[config.mk]
export PLATFORM = sky130hd
export DESIGN_NAME = mult_shift_add_flat
export DESIGN_NICKNAME = d
export VERILOG_FILES = /design/src/rtl/mult_shift_add_pkg.sv /design/src/rtl/mult_shift_add_if.sv /design/src/rtl/mult_shift_add_iter_count.sv /design/src/rtl/mult_shift_add.sv /design/src/flat_wrapper.sv
export SDC_FILE = /design/constraint.sdc
export NUM_CORES = 1
export LEC_CHECK = 0
export ABC_AREA = 1
export BUFFER_PORTS_ARGS = -buffer_cell sky130_fd_sc_hd__buf_4
export CORE_ASPECT_RATIO = 1.2
export CORE_MARGIN = 2
export CORE_UTILIZATION = 56
export DETAILED_ROUTE_END_ITERATION = 6
export GPL_ROUTABILITY_DRIVEN = 0
export PLACE_DENSITY = 0.76
export SYNTH_ARGS = -nofsm -noshare
export SYNTH_HDL_FRONTEND = slang
export SYNTH_SLANG_ARGS = --single-unit
[constraint.sdc]
create_clock -name clock -period 2.4 [get_ports clock]
set_input_delay 0.48 -clock clock [delete_from_list [all_inputs] [get_ports clock]]
set_output_delay 0.48 -clock clock [all_outputs]
set_load 0.01 [all_outputs]
[src/rtl/mult_shift_add_pkg.sv]
// Shared definitions for the shift-and-add multiplier slice.
//   MULT_WIDTH  operand/result width
//   MULT_CNT_W  iteration counter width; it must be wide enough to hold MULT_WIDTH
//   mult_state_e  controller state encoding
package mult_shift_add_pkg;

   localparam int MULT_WIDTH = 32;
   localparam int MULT_CNT_W = 6;

   typedef enum logic [1:0] {
      S_IDLE = 2'd0,
      S_RUN  = 2'd1,
      S_DONE = 2'd2
   } mult_state_e;

endpackage

[src/rtl/mult_shift_add_if.sv]
// Start/ready handshake bundle between execute/stall logic and the multiplier.
//   ctrl_MULT       start pulse; the operands are captured on this edge
//   data_operandA   multiplicand, two's complement
//   data_operandB   multiplier, two's complement
//   data_result     low WIDTH bits of the signed product
//   data_exception  the product does not fit in signed WIDTH bits
//   data_resultRDY  one-cycle pulse; data_result and data_exception are valid while it is high
//   busy            high while the multiplier is iterating
// master: the requester (execute stage).  slave: the multiplier.
interface mult_shift_add_if
   import mult_shift_add_pkg::*;
#(
   parameter int WIDTH = MULT_WIDTH
);
   logic             ctrl_MULT;
   logic [WIDTH-1:0] data_operandA;
   logic [WIDTH-1:0] data_operandB;
   logic [WIDTH-1:0] data_result;
   logic             data_exception;
   logic             data_resultRDY;
   logic             busy;

   modport master (
      output ctrl_MULT, data_operandA, data_operandB,
      input  data_result, data_exception, data_resultRDY, busy
   );

   modport slave (
      input  ctrl_MULT, data_operandA, data_operandB,
      output data_result, data_exception, data_resultRDY, busy
   );
endinterface

[src/rtl/mult_shift_add_iter_count.sv]
// Iteration counter for the multiplier.
//   clock, reset  rising-edge clock; synchronous active-high reset
//   clr           returns the count to 0 (this has priority over en)
//   en            increments the count by one
//   tc            high while the count equals WIDTH-1, which is the last iteration
module mult_shift_add_iter_count #(
   parameter int WIDTH = 32,
   parameter int CNT_W = 6
) (
   input  logic clock,
   input  logic reset,
   input  logic clr,
   input  logic en,
   output logic tc
);
   logic [CNT_W-1:0] count;

   always_ff @(posedge clock) begin
      if (reset) begin
         count <= '0;
      end else if (clr) begin
         count <= '0;
      end else if (en) begin
         count <= count + CNT_W'(1);
      end
   end

   assign tc = (count == CNT_W'(WIDTH - 1));
endmodule

[src/rtl/mult_shift_add.sv]
// Iterative signed shift-and-add multiplier. On each RUN cycle it makes one
// multiplicand shift and one conditional add.
//   clock, reset  rising-edge clock; synchronous active-high reset
//   bus           mult_shift_add_if slave (start/ready handshake and operands)
//
// state  | meaning
// S_IDLE | waiting for ctrl_MULT
// S_RUN  | WIDTH iterations over the operand magnitudes; busy is high
// S_DONE | sign/overflow fix-up; data_resultRDY is registered on this edge
//
// ctrl_MULT wins in every state. It recaptures the operands and restarts the
// iteration, so an aborted operation never produces a ready pulse. A start that
// arrives in S_DONE still lets the old result retire.
module mult_shift_add
   import mult_shift_add_pkg::*;
#(
   parameter int WIDTH = MULT_WIDTH,
   parameter int CNT_W = MULT_CNT_W
) (
   input  logic            clock,
   input  logic            reset,
   mult_shift_add_if.slave bus
);
   // Largest product magnitudes that still fit: 2^(W-1) when the product is negative, 2^(W-1)-1 when it is positive.
   localparam logic [2*WIDTH-1:0] NEG_MAX = {{WIDTH{1'b0}}, 1'b1, {(WIDTH-1){1'b0}}};
   localparam logic [2*WIDTH-1:0] POS_MAX = NEG_MAX - {{(2*WIDTH-1){1'b0}}, 1'b1};

   mult_state_e        state;
   logic [2*WIDTH-1:0] acc;
   logic [2*WIDTH-1:0] mcand;
   logic [WIDTH-1:0]   mplier;
   logic               sign_r;
   logic [WIDTH-1:0]   result_r;
   logic               exc_r;
   logic               rdy_r;
   logic               busy_r;
   logic [WIDTH-1:0]   mag_a;
   logic [WIDTH-1:0]   mag_b;
   logic               tc;

   // Negating -2^(W-1) gives the same bit pattern back. Read as an unsigned value, that pattern is 2^(W-1), which is the correct magnitude.
   assign mag_a = bus.data_operandA[WIDTH-1] ? -bus.data_operandA : bus.data_operandA;
   assign mag_b = bus.data_operandB[WIDTH-1] ? -bus.data_operandB : bus.data_operandB;

   mult_shift_add_iter_count #(
      .WIDTH (WIDTH),
      .CNT_W (CNT_W)
   ) u_iter_count (
      .clock (clock),
      .reset (reset),
      .clr   (bus.ctrl_MULT),
      .en    (state == S_RUN),
      .tc    (tc)
   );

   always_ff @(posedge clock) begin
      if (reset) begin
         state    <= S_IDLE;
         acc      <= '0;
         mcand    <= '0;
         mplier   <= '0;
         sign_r   <= 1'b0;
         result_r <= '0;
         exc_r    <= 1'b0;
         rdy_r    <= 1'b0;
         busy_r   <= 1'b0;
      end else begin
         rdy_r <= 1'b0;

         // Retire from the old acc/sign_r before a same-edge restart overwrites them.
         if (state == S_DONE) begin
            rdy_r    <= 1'b1;
            result_r <= sign_r ? -acc[WIDTH-1:0] : acc[WIDTH-1:0];
            exc_r    <= acc > (sign_r ? NEG_MAX : POS_MAX);
         end

         if (bus.ctrl_MULT) begin
            sign_r <= bus.data_operandA[WIDTH-1] ^ bus.data_operandB[WIDTH-1];
            mcand  <= {{WIDTH{1'b0}}, mag_a};
            mplier <= mag_b;
            acc    <= '0;
            state  <= S_RUN;
            busy_r <= 1'b1;
         end else begin
            case (state)
               S_IDLE: state <= S_IDLE;
               S_RUN: begin
                  if (mplier[0]) begin
                     acc <= acc + mcand;
                  end
                  mcand  <= mcand << 1;
                  mplier <= mplier >> 1;
                  if (tc) begin
                     state  <= S_DONE;
                     busy_r <= 1'b0;
                  end
               end
               S_DONE:  state <= S_IDLE;
               default: state <= S_IDLE;
            endcase
         end
      end
   end

   assign bus.data_result    = result_r;
   assign bus.data_exception = exc_r;
   assign bus.data_resultRDY = rdy_r;
   assign bus.busy           = busy_r;
endmodule
[src/flat_wrapper.sv]
// flat-port wrapper written by rule: the top's interface ports become plain ports
module mult_shift_add_flat import mult_shift_add_pkg::*;
#(
   parameter int WIDTH = MULT_WIDTH,
   parameter int CNT_W = MULT_CNT_W
)
  (clock, reset, bus_ctrl_MULT, bus_data_operandA, bus_data_operandB, bus_data_result, bus_data_exception, bus_data_resultRDY, bus_busy);
  mult_shift_add_if #(.WIDTH(WIDTH)) bus_i ();
  input  logic clock;
  input  logic reset;
  input wire logic [$bits(bus_i.ctrl_MULT)-1:0] bus_ctrl_MULT;
  input wire logic [$bits(bus_i.data_operandA)-1:0] bus_data_operandA;
  input wire logic [$bits(bus_i.data_operandB)-1:0] bus_data_operandB;
  output wire logic [$bits(bus_i.data_result)-1:0] bus_data_result;
  output wire logic [$bits(bus_i.data_exception)-1:0] bus_data_exception;
  output wire logic [$bits(bus_i.data_resultRDY)-1:0] bus_data_resultRDY;
  output wire logic [$bits(bus_i.busy)-1:0] bus_busy;
  assign bus_i.ctrl_MULT = bus_ctrl_MULT;
  assign bus_i.data_operandA = bus_data_operandA;
  assign bus_i.data_operandB = bus_data_operandB;
  assign bus_data_result = bus_i.data_result;
  assign bus_data_exception = bus_i.data_exception;
  assign bus_data_resultRDY = bus_i.data_resultRDY;
  assign bus_busy = bus_i.busy;
  mult_shift_add #(.WIDTH(WIDTH), .CNT_W(CNT_W)) u_core (.clock(clock), .reset(reset), .bus(bus_i));
endmodule
== Word-level counts from Yosys, hierarchy flattened ==
Index checks and enable logic that the tools add are counted.

* Register bits: 204
* Input bits: 67

* $add $sub $neg: 5
* Order comparisons: 1
* Equality and inequality tests: 4
* Mux-type cells: 15
* Reductions and logical operators: 6
* Bitwise operators: 2

{| class="wikitable"
|+ Operator list
! cell !! number
|-
| 32-bit two-way mux || 8
|-
| 32-bit negation || 3
|-
| 64-bit adder || 1
|-
| 64-bit > comparator || 1
|-
| 1-bit two-way mux || 7
|-
| 6-bit by 1-bit adder with 6-bit output, second input constant || 1
|-
| 6-bit by 5-bit equality test with 1-bit output, second input constant || 1
|-
| 2-bit AND reduction || 2
|-
| 2-bit nonzero test || 2
|-
| 3-bit by 2-bit != test with 1-bit output, second input constant || 1
|-
| 3-bit OR reduction || 1
|-
| 2-bit by 1-bit equality test with 1-bit output, second input constant || 1
|-
| 2-bit equality test, second input constant || 1
|-
| 2-bit OR reduction || 1
|-
| 1-bit inverter || 1
|-
| 1-bit XOR || 1
|}

== Logic depth before layout (Yosys ltp) ==
* Depth after elaboration: 4
* Gate-level depth with buffers: 17
* Gate-level depth less buffers: 17

== By module ==
A second synthesis with hierarchy kept.

* Cell total of the unflattened synthesis: 3058
* Area total of the unflattened synthesis: 17488.0 um^2

{| class="wikitable"
|+ Modules (own cells, without submodules)
! module !! area an instance (um^2) !! cells an instance !! instances
|-
| mult_shift_add || 17219.0 || 3021 || 1
|-
| mult_shift_add_iter_count || 269.0 || 37 || 1
|}

== Worst setup path after synthesis ==
Ideal clock, no wire load.

* Kind: reg2reg
* From: register u_core.sign_r
* To: register u_core.exc_r, in the netlist u_core.bus.data_exception
* Cell stages (with the launch flop): 14
* Path slack: 54 ps
* Arrival time: 2226 ps
* Buffers on the path: 1
* Library setup time: 119 ps
* Clock period less this slack: 2346 ps
* Data required time: 2281 ps
* Cells stage by stage: dfxtp_1 -> inv_1 -> clkbuf_1 -> ha_1 -> nand2_1 -> inv_1 -> nand3_1 -> inv_1 -> nand4_1 -> inv_1 -> a21oi_1 -> nand2_1 -> nand2_1 -> a21oi_1

* Word-level cells in the longest chain between the ends: 2

{| class="wikitable"
|+ Ends and longest elaborated chain
! item !! line !! RTL
|-
| start, declared || mult_shift_add.sv:32 || <nowiki>logic sign_r;</nowiki>
|-
| start signal, assigned || mult_shift_add.sv:78 || <nowiki>sign_r <= bus.data_operandA[WIDTH-1] ^ bus.data_operandB[WIDTH-1];</nowiki>
|-
| 32-bit two-way mux || mult_shift_add.sv:74 || <nowiki>exc_r <= acc > (sign_r ? NEG_MAX : POS_MAX);</nowiki>
|-
| 64-bit > comparator || mult_shift_add.sv:74 ||
|-
| end signal, assigned || mult_shift_add.sv:74 ||
|-
| end, declared || mult_shift_add.sv:34 || <nowiki>logic exc_r;</nowiki>
|}

Every way passes these cells.
A chain may end at the register's enable or synchronous reset.

== Final worst setup path ==
* From: register u_core.acc[25]
* To: register u_core.acc[61]

* Word-level cells in the longest chain between the ends: 1

{| class="wikitable"
|+ Ends and longest elaborated chain
! item !! line !! RTL
|-
| start, declared || mult_shift_add.sv:29 || <nowiki>logic [2*WIDTH-1:0] acc;</nowiki>
|-
| start signal, assigned || mult_shift_add.sv:89 || <nowiki>acc <= acc + mcand;</nowiki>
|-
| 64-bit adder || mult_shift_add.sv:89 ||
|}

Every way passes these cells.

==> results.txt <==
- The run finished with clean final reports.
- In this run the tightest slew margin relative to its limit is 62.7%.
* Synth Instances: 2963
- Library cell contributing the largest single delay on the critical path: sky130_fd_sc_hd__ha_1
* TritonCTS clock tree: done
* Area fraction of the dominant cell type after synthesis: 24.1%
* Fraction of power spent switching nets: between 20% and 30%
* Layout net count: 3217
- Counting I/O delays and the setup requirement, the final critical path takes 2340 ps.
- At the worst endpoint, the required time is 2830 ps.
- In the finished design, the share of the clock period the worst path needs comes to ~97%.
- For the pin with the worst max-slew slack, the measured transition is 558 ps.
- Counting flops and latches in the post-synthesis netlist gives 204.
- Post-DR wirelength/cell: 15.2 um
- Die outline height: between 150 and 200 um
- Cell mode on critical path: sky130_fd_sc_hd__nand2_1
- Number of distinct standard cells referenced by the synthesized netlist: 47
* Worst Skew: 32.4 ps
- When the netlist entered floorplanning its net count stood at 3130.
* DR vias/cell: 5.41
* Share of layout cells above drive strength 1: 7.66%
- Chip Width: about 160 um
* Worst-case clock buffer depth: 3
- Antenna cell count: 0
- The commonest cells after synthesis are sky130_fd_sc_hd__nand2_1, sky130_fd_sc_hd__inv_1, sky130_fd_sc_hd__nor2_1.
- Number of setup violations in the final report: 0
- Yosys printed 0 warnings.
* Number of global-route vias before repair: 17772
- Violation count after the first detailed-route iteration: 1492
* Count of max-cap constraint violations: 0
* Overall Global Routing Usage: 32.7%
* Classification of the worst setup path: register to register
* Total of buffers placed on input and output ports: 101
- For hold timing, the worst endpoint is u_core.mcand[0]$_SDFFE_PP0P_.
- The design draws 8.48 mW.
- For this run, the register share of the synthesized area comes to 24.1%.
- Setup repair after global routing missed its margin: false
* Worst hold margin: 242 ps
- H-tree depth reported by CTS: 1
* Pint: 6.06 mW
- met2 is the most crowded layer.
- Hold Crit Depth: 3
- The die covers 0.0317 mm^2.
* Clock slew at the register clock pins of the worst setup and hold paths: about 60 ps
* Synth top area cells: sky130_fd_sc_hd__dfxtp_1, sky130_fd_sc_hd__nand2_1, sky130_fd_sc_hd__inv_1
* DRC violations left: 0
* Placeable core area: 0.0297 mm^2
- Clock latency of the later-clocked register in the worst-skew pair: about 550 ps
* Post-layout instance count excluding filler cells: 3456
- The worst setup path is captured at a register.
* Final wirelength: 52.4 mm
- After global routing the overflow that remains totals 0.
* Endpoint of the worst register-to-register path: u_core.acc[61]$_SDFFE_PP0P_
* Commonest register cell after synthesis: sky130_fd_sc_hd__dfxtp_1
- In this run, synthesis inferred 0 flip-flops with an integrated enable.
- Initial antenna violation count: 0
- For this run, the slowest stage of the critical path takes 380 ps.
* FFs w/ async S/R, synth: 0%
- Largest net degree at the start of global routing: 59
- Post-Synthesis Mean Instance Area: 5.72 um^2
* Top-level port count: roughly 100
- The worst setup path is launched from a register.
- Detailed placement ended at an HPWL of 41.2 mm.
- Total net switching power: 2.42 mW
- For the worst setup path, the data arrival time is 2760 ps.
- For this run, global-route usage on met1 was measured as 37.6%.
- Worst path top cell family by delay: simple AND/OR/NAND/NOR gates
- Maximum operating frequency: roughly 430 MHz
- Maximum fanout along the worst path: 5
- Launch instance of the worst register-to-register path: u_core.acc[25]$_SDFFE_PP0P_
* Count of final max-slew check failures: 0
- R2r setup slk: 60 ps
- For met3 alone, demand over resource in global routing was 3.71%.
- Number of buffers created by CTS: 23
- Combinational logic is responsible for 14.9% of the overall power.
* Pre-CTS WS: 42.8 ps
* Crit path buffers/inverters: 2
- In this run the cell area of the synthesized design comes to 0.0169 mm^2.
- The most common cell in the synthesized netlist is sky130_fd_sc_hd__nand2_1.
- The path class of the tightest hold or removal check is input port to register.
- Minimum setup slack in the final design: between 60 and 70 ps
- Adding up every negative setup slack in the final design gives 0 ps.
- # placed instances: roughly 3400
* Clock share of power: 42.7%
- Walking the worst path, the cells encountered are ha_1, nand2_1, nor2_1, inv_1, nor2_1, a21oi_1, nand2_1, nand2_1, nand3_1, nand3_1, nand2_1, inv_1.
* Largest voltage drop on the vdd net: 0.000784 V
- Antenna violation net count after detailed routing: 0
* Leakage: 10.4 nW
- For this run, global-route usage on met2 was measured as 57.9%.
- The first global-routing pass estimated between 80 and 90 mm of wire.
* Number of endpoints with negative hold slack in the final report: 0
- The first detailed-routing pass took 6 iterations.
* Overall via count from detail_route: 18709
- Dominant cell type by area after synthesis: sky130_fd_sc_hd__dfxtp_1
- Cells on worst reg2reg path: 12
- Setup Fix Bufs, Post-CTS: 0
- Library cell used as clock root buffer: sky130_fd_sc_hd__clkbuf_16
- Area added between synthesis and finish: 12.3%
* Power density relative to cell area: 446 mW/mm^2
* Clock Sink Count: between 200 and 250
* Initial core utilization: 57.0%
* Part of the power in registers: 42.4%
- Hold path startpoint: bus_data_operandA[0]
- After floorplanning, the core was divided into 69 placement rows.
[cells in the final DEF (no fill, tap or decap), drive strengths merged, types with 43 or more instances in the layout]
master,synthesis,final
a21oi,169,169
nor3,49,49
nand2,927,927
nor2,270,270
dfxtp,204,204
ha,99,99
nand3,187,187
xor2,51,51
inv,591,593
o21ai,155,155
a31oi,43,43
buf,26,143
[sequential cells by signal, indices dropped and copies added (netlist names)]
name	cells
u_core.acc	64
u_core.mcand	64
u_core.sign_r	1
u_core.bus.data_resultRDY	1
u_core.bus.data_result	32
u_core.u_iter_count.count	6
u_core.mplier	32
u_core.bus.data_exception	1
u_core.state	2
u_core.bus.busy	1
[through the flow]
step                      util, %  cell area (um^2)
final                        64.1             19000
after global routing         64.1             19000
after CTS                    63.8             18900
after detailed placement     61.2             18200
after global placement       61.2             18200
after floorplan                 -             16900
[cells by family (layout without fill, tap and decap cells)]
family	count (synthesis)	count (layout)	share of synthesized area [%]
and+or+nand+nor	1502	1502	36.5
adders and majority gates	100	100	7.43
xor gates and xnor gates	54	54	2.79
DFF	204	204	24.1
buffers and inverters	675	778	15.4
AOI/OAI and AO/OA	428	428	13.8
[per-layer routing]
layer / share of wire, % / vias up
met5: 0 / -
met2: 48 / 707
met1: 39 / 8375
met4: 6.5 / 0
met3: 6.3 / 189
li1: - / 9438
[worst register-to-register path: stages, from the launching register on]
cell and delay (ps):
sky130_fd_sc_hd__dfxtp_1 370, sky130_fd_sc_hd__ha_1 380, sky130_fd_sc_hd__nand2_1 140, sky130_fd_sc_hd__nor2_1 210, sky130_fd_sc_hd__inv_1 120, sky130_fd_sc_hd__nor2_1 240
sky130_fd_sc_hd__a21oi_1 100, sky130_fd_sc_hd__nand2_1 200, sky130_fd_sc_hd__nand2_1 190, sky130_fd_sc_hd__nand3_1 110, sky130_fd_sc_hd__nand3_1 70, sky130_fd_sc_hd__nand2_1 70
sky130_fd_sc_hd__inv_1 30
[worst max path at each step]
| stage | start | end | slack [ps] | cells past startpoint |
|---|---|---|---|---|
| global route | u_core.acc[4]$_SDFFE_PP0P_ | u_core.acc[59]$_SDFFE_PP0P_ | 1 | 14 |
| finish | u_core.acc[25]$_SDFFE_PP0P_ | u_core.acc[61]$_SDFFE_PP0P_ | 60 | 12 |
| global placement | u_core.mcand[0]$_SDFFE_PP0P_ | u_core.acc[40]$_SDFFE_PP0P_ | 110 | 14 |
| detailed placement | u_core.mcand[0]$_SDFFE_PP0P_ | u_core.acc[44]$_SDFFE_PP0P_ | 40 | 16 |
| floorplan | u_core.sign_r$_SDFFE_PP0P_ | u_core.bus.data_exception$_SDFFE_PP0P_ | 50 | 13 |
| CTS | u_core.mcand[0]$_SDFFE_PP0P_ | u_core.acc[60]$_SDFFE_PP0P_ | 50 | 16 |
[layout make-up]
class | instances | area [um^2]
Fill cell | 2935 | 10700
Multi-Input combinational cell | 2084 | 10300
Timing Repair Buffer | 143 | 1120
Inverter | 594 | 2230
Tap cell | 390 | 488
Sequential cell | 204 | 4090
Clock inverter | 9 | 108
Clock buffer | 32 | 649
[power by group through the flow]
| stage | clock, mW | combinational [mW] | sequential, mW |
|---|---|---|---|
| final | 3.62 | 1.26 | 3.60 |
| after CTS | 3.67 | 1.24 | 3.60 |
| after global routing | 3.80 | 1.42 | 3.61 |
| after detailed placement | 0 | 1.24 | 3.67 |
| after floorplan | 0 | 0.845 | 3.64 |
| after global placement | 0 | 1.20 | 3.67 |
[timing repair]
action | in CTS | in global routing
setup endpoints to repair | 0 | 29
hold buffers | 0 | 0
hold endpoints to repair | 0 | 0
resized for setup | 0 | 26
(Power assumes the default switching activity.)
